--- src/rtl/uart_tx_ctrl_if.sv ---
// Transmit-side bundle between the register/FIFO front end and uart_tx_ctrl.
// The front end is the master and the transmit controller is the slave.
interface uart_tx_ctrl_if #(
  parameter int DATA_WIDTH = 8,
  parameter int PRESCALE_W = 6
);
  // Handshake: a frame is accepted on a rising clk edge where Data_Valid=1 and
  // the controller is free, meaning Busy=0 or the last stop cycle is ending.
  // Data_Valid seen while Busy=1 at any other time is dropped. The controller
  // never queues a request.
  logic [DATA_WIDTH-1:0] P_DATA;
  logic                  Data_Valid;
  logic                  Par_En;
  logic                  Par_Typ;
  logic                  Stop_Two;
  logic [PRESCALE_W-1:0] Prescale;
  logic                  TX_OUT;
  logic                  Busy;
  logic                  Done;
  logic [2:0]            dbg_state;

  modport master (
    output P_DATA, Data_Valid, Par_En, Par_Typ, Stop_Two, Prescale,
    input  TX_OUT, Busy, Done, dbg_state
  );

  modport slave (
    input  P_DATA, Data_Valid, Par_En, Par_Typ, Stop_Two, Prescale,
    output TX_OUT, Busy, Done, dbg_state
  );
endinterface

--- src/rtl/uart_tx_ctrl.sv ---
// UART transmit controller: start bit, LSB-first data, optional parity, and one
// or two stop bits. Each bit lasts a prescaled number of clk cycles.
module uart_tx_ctrl #(
  parameter int DATA_WIDTH = 8,
  parameter int PRESCALE_W = 6
) (
  input logic          clk,
  input logic          RST,
  uart_tx_ctrl_if.slave bus
);
  localparam int IDX_W = (DATA_WIDTH > 1) ? $clog2(DATA_WIDTH) : 1;

  typedef enum logic [2:0] {
    IDLE   = 3'd0,
    START  = 3'd1,
    DATA   = 3'd2,
    PARITY = 3'd3,
    STOP   = 3'd4
  } state_t;

  state_t                state_q, state_n;
  logic [PRESCALE_W-1:0] timer_q, timer_n;
  logic [PRESCALE_W-1:0] presc_q, presc_n;
  logic [IDX_W-1:0]      idx_q, idx_n;
  logic                  stop_half_q, stop_half_n;
  logic [DATA_WIDTH-1:0] data_q, data_n;
  logic                  par_en_q, par_en_n;
  logic                  parity_q, parity_n;
  logic                  stop_two_q, stop_two_n;
  logic                  tx_q, tx_n;
  logic                  busy_q, busy_n;
  logic                  done_q, done_n;

  logic [PRESCALE_W-1:0] presc_eff;
  logic                  bit_end;
  logic                  frame_end;
  logic                  accept;

  always_comb begin
    presc_eff = (bus.Prescale == '0) ? PRESCALE_W'(1) : bus.Prescale;
    bit_end   = (timer_q == (presc_q - PRESCALE_W'(1)));
    // The stop phase ends on the last bit_end of its one or two stop slots.
    frame_end = (state_q == STOP) && bit_end && (!stop_two_q || stop_half_q);
    // A frame that finishes on this edge frees the controller for a new request.
    accept    = bus.Data_Valid && ((state_q == IDLE) || frame_end);
  end

  always_comb begin
    state_n     = state_q;
    timer_n     = timer_q;
    presc_n     = presc_q;
    idx_n       = idx_q;
    stop_half_n = stop_half_q;
    data_n      = data_q;
    par_en_n    = par_en_q;
    parity_n    = parity_q;
    stop_two_n  = stop_two_q;
    tx_n        = tx_q;
    busy_n      = busy_q;
    done_n      = 1'b0;

    if (state_q == IDLE) begin
      timer_n = '0;
    end else if (bit_end) begin
      timer_n = '0;
    end else begin
      timer_n = timer_q + PRESCALE_W'(1);
    end

    case (state_q)
      IDLE: begin
        tx_n   = 1'b1;
        busy_n = 1'b0;
      end
      START: begin
        if (bit_end) begin
          state_n = DATA;
          idx_n   = '0;
          tx_n    = data_q[0];
        end
      end
      DATA: begin
        if (bit_end) begin
          if (idx_q == IDX_W'(DATA_WIDTH - 1)) begin
            if (par_en_q) begin
              state_n = PARITY;
              tx_n    = parity_q;
            end else begin
              state_n     = STOP;
              stop_half_n = 1'b0;
              tx_n        = 1'b1;
            end
          end else begin
            idx_n = idx_q + IDX_W'(1);
            tx_n  = data_q[idx_q + IDX_W'(1)];
          end
        end
      end
      PARITY: begin
        if (bit_end) begin
          state_n     = STOP;
          stop_half_n = 1'b0;
          tx_n        = 1'b1;
        end
      end
      STOP: begin
        if (bit_end) begin
          if (stop_two_q && !stop_half_q) begin
            stop_half_n = 1'b1;
          end else begin
            state_n = IDLE;
            tx_n    = 1'b1;
            busy_n  = 1'b0;
            done_n  = 1'b1;
          end
        end
      end
      default: begin
        state_n = IDLE;
        tx_n    = 1'b1;
        busy_n  = 1'b0;
      end
    endcase

    // Accept overrides the frame-end return to IDLE, giving gapless back-to-back frames.
    if (accept) begin
      state_n     = START;
      timer_n     = '0;
      idx_n       = '0;
      stop_half_n = 1'b0;
      presc_n     = presc_eff;
      data_n      = bus.P_DATA;
      par_en_n    = bus.Par_En;
      parity_n    = (^bus.P_DATA) ^ bus.Par_Typ;
      stop_two_n  = bus.Stop_Two;
      tx_n        = 1'b0;
      busy_n      = 1'b1;
    end
  end

  always_ff @(posedge clk or negedge RST) begin
    if (!RST) begin
      state_q     <= IDLE;
      timer_q     <= '0;
      presc_q     <= '0;
      idx_q       <= '0;
      stop_half_q <= 1'b0;
      data_q      <= '0;
      par_en_q    <= 1'b0;
      parity_q    <= 1'b0;
      stop_two_q  <= 1'b0;
      tx_q        <= 1'b1;
      busy_q      <= 1'b0;
      done_q      <= 1'b0;
    end else begin
      state_q     <= state_n;
      timer_q     <= timer_n;
      presc_q     <= presc_n;
      idx_q       <= idx_n;
      stop_half_q <= stop_half_n;
      data_q      <= data_n;
      par_en_q    <= par_en_n;
      parity_q    <= parity_n;
      stop_two_q  <= stop_two_n;
      tx_q        <= tx_n;
      busy_q      <= busy_n;
      done_q      <= done_n;
    end
  end

  assign bus.TX_OUT    = tx_q;
  assign bus.Busy      = busy_q;
  assign bus.Done      = done_q;
  assign bus.dbg_state = state_q;
endmodule
--- src/flat_wrapper.sv ---
// flat-port wrapper written by rule: the top's interface ports become plain ports
module uart_tx_ctrl_flat 
#(
  parameter int DATA_WIDTH = 8,
  parameter int PRESCALE_W = 6
)
  (clk, RST, bus_P_DATA, bus_Data_Valid, bus_Par_En, bus_Par_Typ, bus_Stop_Two, bus_Prescale, bus_TX_OUT, bus_Busy, bus_Done, bus_dbg_state);
  uart_tx_ctrl_if #(.DATA_WIDTH(DATA_WIDTH), .PRESCALE_W(PRESCALE_W)) bus_i ();
  input logic clk;
  input logic RST;
  input wire logic [$bits(bus_i.P_DATA)-1:0] bus_P_DATA;
  input wire logic [$bits(bus_i.Data_Valid)-1:0] bus_Data_Valid;
  input wire logic [$bits(bus_i.Par_En)-1:0] bus_Par_En;
  input wire logic [$bits(bus_i.Par_Typ)-1:0] bus_Par_Typ;
  input wire logic [$bits(bus_i.Stop_Two)-1:0] bus_Stop_Two;
  input wire logic [$bits(bus_i.Prescale)-1:0] bus_Prescale;
  output wire logic [$bits(bus_i.TX_OUT)-1:0] bus_TX_OUT;
  output wire logic [$bits(bus_i.Busy)-1:0] bus_Busy;
  output wire logic [$bits(bus_i.Done)-1:0] bus_Done;
  output wire logic [$bits(bus_i.dbg_state)-1:0] bus_dbg_state;
  assign bus_i.P_DATA = bus_P_DATA;
  assign bus_i.Data_Valid = bus_Data_Valid;
  assign bus_i.Par_En = bus_Par_En;
  assign bus_i.Par_Typ = bus_Par_Typ;
  assign bus_i.Stop_Two = bus_Stop_Two;
  assign bus_i.Prescale = bus_Prescale;
  assign bus_TX_OUT = bus_i.TX_OUT;
  assign bus_Busy = bus_i.Busy;
  assign bus_Done = bus_i.Done;
  assign bus_dbg_state = bus_i.dbg_state;
  uart_tx_ctrl #(.DATA_WIDTH(DATA_WIDTH), .PRESCALE_W(PRESCALE_W)) u_core (.clk(clk), .RST(RST), .bus(bus_i));
endmodule
--- config.mk ---
export PLATFORM = sky130hd
export DESIGN_NAME = uart_tx_ctrl_flat
export DESIGN_NICKNAME = d
export VERILOG_FILES = /design/src/rtl/uart_tx_ctrl_if.sv /design/src/rtl/uart_tx_ctrl.sv /design/src/flat_wrapper.sv
export SDC_FILE = /design/constraint.sdc
export NUM_CORES = 1
export LEC_CHECK = 0
export ABC_CLOCK_PERIOD_IN_PS = 2350
export BUFFER_PORTS_ARGS = -buffer_cell sky130_fd_sc_hd__clkbuf_2
export CORE_MARGIN = 10
export CORE_UTILIZATION = 53
export CTS_BUF_LIST = sky130_fd_sc_hd__clkbuf_4
export CTS_CLUSTER_SIZE = 24
export DETAILED_ROUTE_END_ITERATION = 7
export PLACE_DENSITY_LB_ADDON = 0.15
export REMOVE_ABC_BUFFERS = 1
export SLEW_MARGIN = 20
export SYNTH_ARGS = -nofsm -noshare
export SYNTH_HDL_FRONTEND = slang
export SYNTH_SLANG_ARGS = --single-unit
--- constraint.sdc ---
create_clock -name clk -period 2.35 [get_ports clk]
set_input_delay 0.1175 -clock clk [delete_from_list [all_inputs] [get_ports clk]]
set_output_delay 0.1175 -clock clk [all_outputs]
set_load 0.02 [all_outputs]
==> out/results.md, run 1 <==
## Synthesis
- area of the mapped netlist: 1840 sq um
- predominant post-synthesis flop cell: sky130_fd_sc_hd__dfrtp_1
- largest area contributor in the synthesized netlist: sky130_fd_sc_hd__dfrtp_1
- multiplexer area fraction after synthesis: 0.166
- post-synthesis adder-cell area fraction: 0.0271
- largest family of logic cells by synthesized area: multiplexers
- number of enable flip-flop cells after synthesis: 0
- simple logic cell fraction of the synthesized area: 0.121
- fraction of the yosys area taken by sequential cells: 0.448
- XOR/XNOR share of the synthesized area: 0.0855
- Async S/R FF share, synth: 1.00
- most area-consuming cells after synthesis: sky130_fd_sc_hd__dfrtp_1 43%, sky130_fd_sc_hd__mux2_4 6.5%, sky130_fd_sc_hd__mux2_2 6.1%, sky130_fd_sc_hd__xnor2_1 4.7%, sky130_fd_sc_hd__xor2_1 3.8%
- mean area per synthesized cell: 11.3 sq um
- top cell type's share of synthesized area: 0.434
- compound-gate portion of the synthesized area: 0.110
- number of register bits inferred by synthesis: 33
- Synth Warn #: 0
- synthesized instance count: 163
- Synth cell types: 44

## Finish
- Layout Utilization: 0.637
- area grow syn2layout: 15.3%
- fraction of layout instances using a drive strength above 1: 0.333
- nets@finish: 221
- area taken by flip-flops and latches: 827 sq um
- total of fill cells in the finished design: 277
- Diodes inserted: 0
- Design Area, Final: 2130 sq um
- most frequent standard cell in the layout excluding fill and tap cells: sky130_fd_sc_hd__dfrtp_1
- Multi-input gate area: 951 sq um
- most frequent cells in the layout: 32 x sky130_fd_sc_hd__dfrtp_1, 25 x sky130_fd_sc_hd__clkbuf_2, 12 x sky130_fd_sc_hd__nor2_1

## Flow run
- max-cap check violation count: 0

## Setup path
- flop2flop setup slack: 130 ps
- crit path kind: register to register
- RR Startpoint: u_core.presc_q[0]
- depth of the worst register-to-register path: 9
- crit path DAT: 2440 ps
- startpoint types: register
- cell-by-cell listing of the critical path: inv_1 > ha_2 > nor2b_1 > or3_1 > a31o_1 > nor3_4 > o21bai_2 > buf_12 > mux2_4
- Crit-path slowest cell: sky130_fd_sc_hd__dfrtp_1
- endpoint of the most critical register-to-register path: u_core.presc_q[3]
- largest fanout on the critical path: 18
- critical path endpoint category: register
- endpoint required time on the critical path: 2570 ps
- family with the most delay on the worst path: simple AND/OR/NAND/NOR gates
- worst stage delay on the critical path: 350 ps
- critical path buffer and inverter count: 2

## STA
- clock tree skew after final layout: 14.5 ps
- final setup vio count: 0
- setup repair after global routing missed its margin: no
- setup TNS: 0 ps
- relative max-transition margin: 0.461
- Max Transition Viols Final: 0
- fin crit period: 2220 ps
- Final Hold Violating Endpoints: 0
- slew at the pin closest to its max-slew limit: 808 ps
- smallest hold slack: 10.2 ps
- Highest Clock Rate: 450 MHz
- share of the clock period used by the worst path after layout: 0.946

## Route
- metal3 WL: 209 um
- Routed Antenna Nets: 0
- 1st-pass router iterations: 4
- total number of vias: 1319
- Routed wire per std cell: 14.7 um
- final WL: 3600 um
- met2 wirelength from detailed routing: 1690 um
- number of DRC violations after detailed routing: 0
- number of DRC markers after the initial detailed-route iteration: 96
- vias per std cell: 5.41
- Metal-1 WL: 1620 um
- uppermost layer routed: met4

## Global routing
- global-route wire length before repair: 6160 um
- maximum number of pins on one net before global-route repair: 34
- vias in the first global route: 1353
- residual overflow from global routing: 0
- overall routing resource usage: 0.122
- number of antenna violations at the first check in global routing: 0

## Floorplan
- Die Outline Area: 6240 sq um
- number of placement rows: 21
- Die Y: 79.0 um
- initial core utilization: 0.553
- I/O pins: 26
- x dimension of the die: 79.0 um
- area of the core: 3340 sq um

## Run status
- result of the run: finished, final reports clean

## Placed design
- Placer Congestion: 0.842
- number of buffer cells added on primary ports: 25
- post-detailed-placement half-perimeter wirelength: 2770 um
- total cell area at the placement stage: 2040 sq um

## CTS
- clock sinks: 33
- Longest Clk Path Bufs: 2
- number of clock buffers inserted by TritonCTS: 5
- Clock Latency Late Sink: 330 ps
- clock-pin slew on the worst setup and hold paths: 110 ps
- H-tree depth: 2
- TritonCTS clock tree: done
- library cell used as clock root buffer: sky130_fd_sc_hd__clkbuf_4

## Power and ir drop
- leakage power total: 0.00100 uW
- IR Drop Worst-Case VDD: 544 uV
- PwrDens: 1190 nW/um^2

## Hold path
- Hold WC Path Type: input pin to register
- capture endpoint of the worst hold path: u_core.par_en_q
- number of cells on the worst hold path: 2
- Min-Delay Startpoint: bus_Par_En

-- power by group --
group	total [uW]	internal [uW]	switching, uW
sequential	1060	817	241
combinational	1140	619	517
clock	336	154	182
-- synth_stat cells, types with 2 or more instances --
master                      n
sky130_fd_sc_hd__clkbuf_1   3
sky130_fd_sc_hd__xor2_1     8
sky130_fd_sc_hd__or3_1      2
sky130_fd_sc_hd__a22o_1     2
sky130_fd_sc_hd__nor2b_1    3
sky130_fd_sc_hd__nand2_1    5
sky130_fd_sc_hd__a21oi_1    5
sky130_fd_sc_hd__o21a_1     2
sky130_fd_sc_hd__a31oi_1    2
sky130_fd_sc_hd__xnor2_1   10
sky130_fd_sc_hd__mux2i_1    5
sky130_fd_sc_hd__mux2_4     8
sky130_fd_sc_hd__o22a_1     2
sky130_fd_sc_hd__nor3_1     5
sky130_fd_sc_hd__o21ai_0    4
sky130_fd_sc_hd__mux2_2    10
sky130_fd_sc_hd__ha_1       4
sky130_fd_sc_hd__inv_1      8
sky130_fd_sc_hd__dfrtp_1   32
sky130_fd_sc_hd__o22ai_1    2
sky130_fd_sc_hd__nand3_1    7
sky130_fd_sc_hd__nor2_1    12
-- state kept, by name, summed over array words and instances, names as in the netlist --
signal	cells
u_core.parity_q	1
u_core.stop_half_q	1
u_core.presc_q	6
u_core.idx_q	3
u_core.par_en_q	1
u_core.bus.Busy	1
u_core.bus.TX_OUT	1
u_core.bus.Done	1
u_core.bus.dbg_state	3
u_core.timer_q	6
u_core.stop_two_q	1
u_core.data_q	8
-- metrics by stage --
stage	total power [uW]	instances	setup WS, ps
final	2530	244	128
after floorplan	1870	157	-65.8
after CTS	2550	243	33.6
after detailed placement	2190	234	-22.6
after global placement	2120	234	33.3
after global routing	2710	244	37.3
-- metal layers --
metal,GRT usage,vias to the layer above
li1,-,657
met1,0.146,628
met5,0,-
met4,0.0645,0
met2,0.188,27
met3,0.0428,7
-- kinds of logic after synthesis --
group                    after synthesis
AND/OR/NAND/NOR                       42
multiplexers                          24
flip-flops                            33
adder cells (fa/ha/maj)                4
buffers and inverters                 14
AO/OA/AOI/OAI                         28
XOR/XNOR                              18
-- how the worst max path moves through the flow --
stage                            startpoint                  to  slack [ps]  depth (start not counted)
after floorplan           u_core.presc_q[0]    u_core.data_q[1]         -70                          8
after global placement    u_core.presc_q[0]  u_core.stop_half_q          30                          8
after detailed placement  u_core.presc_q[0]  u_core.stop_half_q         -20                          8
after CTS                 u_core.presc_q[0]     u_core.idx_q[0]          30                          9
after global routing      u_core.presc_q[0]   u_core.presc_q[3]          40                          9
final                     u_core.presc_q[0]   u_core.presc_q[3]         130                          9
-- worst reg2reg max path, stage by stage, from the launching register on --
cell and delay (ps):
sky130_fd_sc_hd__dfrtp_1 350, sky130_fd_sc_hd__inv_1 60, sky130_fd_sc_hd__ha_2 190, sky130_fd_sc_hd__nor2b_1 130
sky130_fd_sc_hd__or3_1 340, sky130_fd_sc_hd__a31o_1 220, sky130_fd_sc_hd__nor3_4 240, sky130_fd_sc_hd__o21bai_2 110
sky130_fd_sc_hd__buf_12 170, sky130_fd_sc_hd__mux2_4 310
-- layout make-up --
class                      instances  share of cell area
sequential                        33               0.389
tap                               46              0.0271
multi-input combinational        116               0.447
inverter                           8              0.0141
clock buffer                       8              0.0283
timing repair buffer              33              0.0942
-- what timing repair did --
item | CTS | global route
endpoints found under the setup margin | 2 | 21
setup buffers | 0 | 1
resized for setup | 1 | 2
endpoints found under the hold margin | 32 | 0
pin swaps | 0 | 3
hold buffers | 1 | 0
Power figures use the tool's default switching activity.
==> run 2: changes to the inputs <==
- RECOVER_POWER: not set -> 25
==> run 2 against run 1 <==
Effect of this change:
- the flow now finishes with violations (max-capacitance violations, max-slew violations)
- final cell count stayed put
- sequential power hardly changed
- flip-flop and latch count stayed put
- hold slack stayed put
- non-clock buffer count stayed put
- die area stayed put
- first-iteration DRC count stayed put
- setup slack hardly changed
==> out/results.md, run 2 (same netlist as run 1, synthesis figures left out) <==
## Placed design
- total cell area at the placement stage: 2040 sq um, unchanged
- number of buffer cells added on primary ports: 25, unchanged
- post-detailed-placement half-perimeter wirelength: 2770 um, unchanged
- Placer Congestion: 0.842, unchanged

## Route
- Routed wire per std cell: 14.7 um, about the same
- number of DRC markers after the initial detailed-route iteration: 96, unchanged
- number of DRC violations after detailed routing: 0, unchanged
- total number of vias: 1319, unchanged
- vias per std cell: 5.41, unchanged
- Routed Antenna Nets: 0, unchanged
- 1st-pass router iterations: 4, unchanged
- final WL: 3600 um, about the same

## CTS
- Clock Latency Late Sink: 330 ps, about the same
- Longest Clk Path Bufs: 2, unchanged
- number of clock buffers inserted by TritonCTS: 5, unchanged
- clock-pin slew on the worst setup and hold paths: 110 ps, about the same
- clock sinks: 33, unchanged
- TritonCTS clock tree: done
- library cell used as clock root buffer: sky130_fd_sc_hd__clkbuf_4
- H-tree depth: 2, unchanged

## Finish
- area taken by flip-flops and latches: 827 sq um, unchanged
- total of fill cells in the finished design: 279, +0.72%
- most frequent cells in the layout: 32 x sky130_fd_sc_hd__dfrtp_1, 23 x sky130_fd_sc_hd__clkbuf_2, 12 x sky130_fd_sc_hd__nor2_1
- Layout Utilization: 0.636, -0.000750
- nets@finish: 221, unchanged
- fraction of layout instances using a drive strength above 1: 0.323, -0.0101
- Diodes inserted: 0, unchanged
- Design Area, Final: 2120 sq um, -0.12%
- max reg flops: 8, unchanged
- largest registers: u_core.data_q x8, u_core.presc_q x6, u_core.timer_q x6
- register with the most flip-flops: u_core.data_q
- Multi-input gate area: 951 sq um, unchanged
- most frequent standard cell in the layout excluding fill and tap cells: sky130_fd_sc_hd__dfrtp_1
- area grow syn2layout: 15.1%

## Run status
- result of the run: complete, but fails checks
- failing checks: max-capacitance violations, max-slew violations

## Setup path
- critical path buffer and inverter count: 2, unchanged
- RR Startpoint: u_core.presc_q[0]
- cell-by-cell listing of the critical path: inv_1 > ha_2 > nor2b_1 > or3_1 > a31o_1 > nor3_4 > o21bai_2 > buf_12 > mux2_4
- largest fanout on the critical path: 18, unchanged
- worst stage delay on the critical path: 350 ps, about the same
- Crit-path slowest cell: sky130_fd_sc_hd__dfrtp_1
- critical path endpoint category: register
- crit path DAT: 2440 ps, about the same
- flop2flop setup slack: 130 ps, about the same
- endpoint of the most critical register-to-register path: u_core.presc_q[3]
- count of cell instances traversed by the critical path: 9, unchanged
- depth of the worst register-to-register path: 9, unchanged
- endpoint required time on the critical path: 2570 ps, about the same
- family with the most delay on the worst path: simple AND/OR/NAND/NOR gates
- Critical Path Sink: u_core.presc_q[3]
- crit path kind: register to register
- Worst Setup SP: u_core.presc_q[0]
- startpoint types: register

## Hold path
- Hold WC Path Type: input pin to register
- number of cells on the worst hold path: 2, unchanged

## Floorplan
- Die Y: 79.0 um, unchanged
- x dimension of the die: 79.0 um, unchanged
- number of placement rows: 21, unchanged
- I/O pins: 26, unchanged
- area of the core: 3340 sq um, unchanged
- initial core utilization: 0.553, unchanged
- Die Outline Area: 6240 sq um, unchanged

## STA
- clock tree skew after final layout: 14.5 ps, unchanged
- setup repair after global routing missed its margin: no
- slew at the pin closest to its max-slew limit: 1740 ps, +934 ps
- final setup vio count: 0, unchanged
- share of the clock period used by the worst path after layout: 0.946, about the same
- Final Hold Violating Endpoints: 0, unchanged
- Max Transition Viols Final: 34, +34
- fin crit period: 2220 ps, -0.0250 ps
- relative max-transition margin: -0.161, -0.623
- Highest Clock Rate: 450 MHz, about the same

## Global routing
- residual overflow from global routing: 0, unchanged
- maximum number of pins on one net before global-route repair: 34, unchanged
- global-route wire length before repair: 6160 um, unchanged
- number of antenna violations at the first check in global routing: 0, unchanged
- vias in the first global route: 1353, unchanged
- overall routing resource usage: 0.122, unchanged

## Power and ir drop
- leakage power total: 0.000995 uW, -0.64%
- IR Drop Worst-Case VDD: 544 uV, about the same
- PwrDens: 1190 nW/um^2, +0.11%

## Flow run
- max-cap check violation count: 1, +1

run 2: cell counts in the layout (fill, tap and decap cells not counted):
No cell type changed its count.
run 2: per-layer routing:
metal  GRT usage  vias up  part of all wire
li1            -      657                 -
met1       0.146      628              0.45
met2       0.188       27              0.47
met3      0.0428        7             0.058
met4      0.0645        0             0.021
met5           0        -                 0
run 2: what timing repair did:
item	in CTS	in global routing
setup endpoints to repair	2	21
pin swaps	0	3
setup buffers	0	1
gates cloned	0	0
hold buffers	1	0
hold endpoints to repair	32	0
resized for setup	1	2
run 2: cell type report:
class	count	share of cell area
Clock buffer	8	0.0283
Inverter	8	0.0141
Multi-Input combinational cell	116	0.448
Sequential cell	33	0.390
Tap cell	46	0.0271
Timing Repair Buffer	33	0.0931
run 2: worst register-to-register path: stages, from the launching register on:
cell and delay (ps):
sky130_fd_sc_hd__dfrtp_1 350, sky130_fd_sc_hd__inv_1 60, sky130_fd_sc_hd__ha_2 190, sky130_fd_sc_hd__nor2b_1 130, sky130_fd_sc_hd__or3_1 340, sky130_fd_sc_hd__a31o_1 220
sky130_fd_sc_hd__nor3_4 240, sky130_fd_sc_hd__o21bai_2 110, sky130_fd_sc_hd__buf_12 170, sky130_fd_sc_hd__mux2_4 310
run 2: how the worst min path moves through the flow:
| stage | from | slack, ps | to |
|---|---|---|---|
| floorplan | RST | -180 | u_core.bus.Busy |
| global placement | RST | 240 | u_core.timer_q[4] |
| detailed placement | RST | 250 | u_core.timer_q[4] |
| CTS | bus_Par_En | 6 | u_core.par_en_q |
| global route | bus_Stop_Two | 0.9 | u_core.stop_two_q |
| finish | bus_Par_En | 10 | u_core.par_en_q |
run 2: report_power, final:
part	total, uW	internal [uW]	leakage, uW	switching (uW)
Clock	336	154	0.0000368	182
Combinational	1140	618	0.000548	517
Sequential	1060	817	0.000410	241
Total	2530	1590	0.000995	940
run 2: through the flow:
| stage | total power (uW) | cells | hold slack [ps] | TNS, ps | setup slack, ps |
|---|---|---|---|---|---|
| after detailed placement | 2190 | 234 | 249 | -41.3 | -22.6 |
| after floorplan | 1870 | 157 | -178 | -852 | -65.8 |
| after global routing | 2710 | 244 | 0.939 | 0 | 37.3 |
| after global placement | 2120 | 234 | 240 | 0 | 33.3 |
| after CTS | 2550 | 243 | 6.26 | 0 | 33.6 |
| final | 2530 | 244 | 10.2 | 0 | 128 |
==> run 3: changes to the inputs <==
- BUFFER_PORTS_ARGS: -buffer_cell sky130_fd_sc_hd__clkbuf_2 -> not set
- CORE_UTILIZATION: 53 -> 59
- DONT_BUFFER_PORTS: not set -> 1
- GPL_TIMING_DRIVEN: not set -> 0
- PLACE_DENSITY_LB_ADDON: 0.15 -> 0.3
==> run 3 against run 2 <==
Effect of this change:
- the run still ends with max-capacitance violations, max-slew violations left
- final cell count decreased by 3.3%
- highest routed layer unchanged
- critical endpoint unchanged
- utilization is 9.4 points higher
- largest power group unchanged
- fmax down 1.2%
- power decreased by 0.20%
- first-iteration DRC count grew 22%
- largest cell class unchanged
==> out/results.md, run 3 (same netlist as run 1, synthesis figures left out) <==
## Run status
- result of the run: complete, but fails checks
- failing checks: max-capacitance violations, max-slew violations

## CTS
- clock-pin slew on the worst setup and hold paths: 90 ps, -20 ps
- Longest Clk Path Bufs: 2, unchanged
- H-tree depth: 2, unchanged
- Clock Latency Late Sink: 340 ps, about the same
- library cell used as clock root buffer: sky130_fd_sc_hd__clkbuf_4
- TritonCTS clock tree: done
- clock sinks: 33, unchanged
- number of clock buffers inserted by TritonCTS: 5, unchanged

## STA
- share of the clock period used by the worst path after layout: 0.957, +0.0114
- clock tree skew after final layout: 8.35 ps, -6.17 ps
- worst setup margin: 101 ps, -26.7 ps
- fin crit period: 2250 ps, +26.7 ps
- Final Hold Violating Endpoints: 0, unchanged
- relative max-transition margin: -0.140, +0.0215
- Max Transition Viols Final: 34, unchanged
- final setup vio count: 0, unchanged
- Highest Clock Rate: 445 MHz, -1.2%
- setup TNS: 0 ps, unchanged
- slew at the pin closest to its max-slew limit: 1710 ps, -32.2 ps

## Finish
- fraction of layout instances using a drive strength above 1: 0.224, -0.0993
- nets@finish: 216, -2.3%
- most frequent cells in the layout: 32 x sky130_fd_sc_hd__dfrtp_1, 18 x sky130_fd_sc_hd__dlygate4sd3_1, 12 x sky130_fd_sc_hd__nor2_1
- area grow syn2layout: 19.9%
- most frequent standard cell in the layout excluding fill and tap cells: sky130_fd_sc_hd__dfrtp_1
- max reg flops: 8, unchanged
- register with the most flip-flops: u_core.data_q
- largest registers: u_core.data_q x8, u_core.presc_q x6, u_core.timer_q x6
- Design Area, Final: 2210 sq um, +4.2%
- Diodes inserted: 0, unchanged

## Setup path
- startpoint types: register
- critical path endpoint category: register
- crit path DAT: 2480 ps, +40 ps
- crit path kind: register to register
- endpoint required time on the critical path: 2580 ps, about the same
- largest fanout on the critical path: 7, -11

## Placed design
- post-detailed-placement half-perimeter wirelength: 2590 um, -6.5%
- post-place setup slack: -422 ps, -399 ps
- total cell area at the placement stage: 1850 sq um, -9.1%
- number of buffer cells added on primary ports: 0, -100%
- Placer Congestion: 0.801, -5.0%

## Floorplan
- Die Y: 75.9 um, -3.9%
- I/O pins: 26, unchanged
- Die Outline Area: 5760 sq um, -7.6%
- number of placement rows: 20, -4.8%
- x dimension of the die: 75.9 um, -3.9%
- initial core utilization: 0.609, +0.0564
- area of the core: 3030 sq um, -9.3%

## Global routing
- residual overflow from global routing: 0, unchanged
- maximum number of pins on one net before global-route repair: 34, unchanged
- global-route wire length before repair: 6560 um, +6.4%
- number of antenna violations at the first check in global routing: 0, unchanged
- vias in the first global route: 1376, +1.7%
- overall routing resource usage: 0.136, +0.0142

## Flow run
- max-cap check violation count: 1, unchanged

## Power and ir drop
- leakage power total: 0.000976 uW, -1.9%
- IR Drop Worst-Case VDD: 802 uV, +48%
- Pwr Total: 2520 uW, -0.20%
- PwrDens: 1140 nW/um^2, -4.2%

## Hold path
- Hold WC Path Type: input pin to register

## Route
- Routed Antenna Nets: 0, unchanged
- 1st-pass router iterations: 4, unchanged
- final WL: 3760 um, +4.6%
- Routed wire per std cell: 15.9 um, +8.1%
- vias per std cell: 5.53, +2.3%
- total number of vias: 1305, -1.1%
- number of DRC violations after detailed routing: 0, unchanged
- number of DRC markers after the initial detailed-route iteration: 117, +22%

[run 3: per-stage QoR]
| stage | std cells | utilization | hold slack (ps) |
|---|---|---|---|
| final | 236 | 0.731 | 30.8 |
| after global routing | 236 | 0.731 | 23.6 |
| after CTS | 231 | 0.711 | 13.1 |
| after detailed placement | 201 | 0.612 | -177 |
| after global placement | 201 | 0.612 | -177 |
| after floorplan | 157 | - | -178 |
[run 3: worst paths after layout]
check,from,slack [ps],end,cells past startpoint
hold reg to reg,u_core.data_q[5],510,u_core.data_q[5],1
hold / removal,bus_Prescale[2],30,u_core.presc_q[0],3
min in group asynchronous,RST,760,u_core.timer_q[5],2
max in group asynchronous,RST,610,u_core.par_en_q,2
setup / recovery,u_core.presc_q[0],100,u_core.presc_q[3],9
setup reg to reg,u_core.presc_q[0],100,u_core.presc_q[3],9
[run 3: routing by layer]
layer | vias up | share of wire | global-route usage | wire length [um]
met2 | 35 | 0.47 | 0.214 | 1760
met3 | 4 | 0.070 | 0.0613 | 264
met1 | 620 | 0.45 | 0.160 | 1710
met5 | - | 0 | 0 | 0
li1 | 646 | - | - | -
met4 | 0 | 0.0080 | 0.0436 | 30
[run 3: timing repair]
item	CTS	global route
cloned	0	1
hold endpoints to repair	51	0
pin swaps	3	5
setup endpoints to repair	26	21
hold buffers	19	0
setup buffers	4	4
resized for setup	2	6
[run 3: where the power goes]
group	leakage, uW	total, uW	switching (uW)	internal, uW
combinational	0.000541	1120	488	632
sequential	0.000410	1110	292	817
clock	0.0000247	295	188	107
[run 3: critical path, stage by stage, from the launching register on]
cell	delay, ps
sky130_fd_sc_hd__dfrtp_1	390
sky130_fd_sc_hd__inv_2	60
sky130_fd_sc_hd__ha_4	160
sky130_fd_sc_hd__nor2b_1	120
sky130_fd_sc_hd__or3_1	300
sky130_fd_sc_hd__a31o_1	230
sky130_fd_sc_hd__nor3_4	280
sky130_fd_sc_hd__o21bai_4	140
sky130_fd_sc_hd__buf_12	160
sky130_fd_sc_hd__mux2_4	300
[run 3: layout make-up]
cell class                 count  area [sq um]
clock buffer                   5          37.5
clock inverter                 2          11.3
fill                         218           816
inverter                       8          30.0
multi-input combinational    116           968
sequential                    33           827
tap                           44          55.1
timing repair buffer          28           283
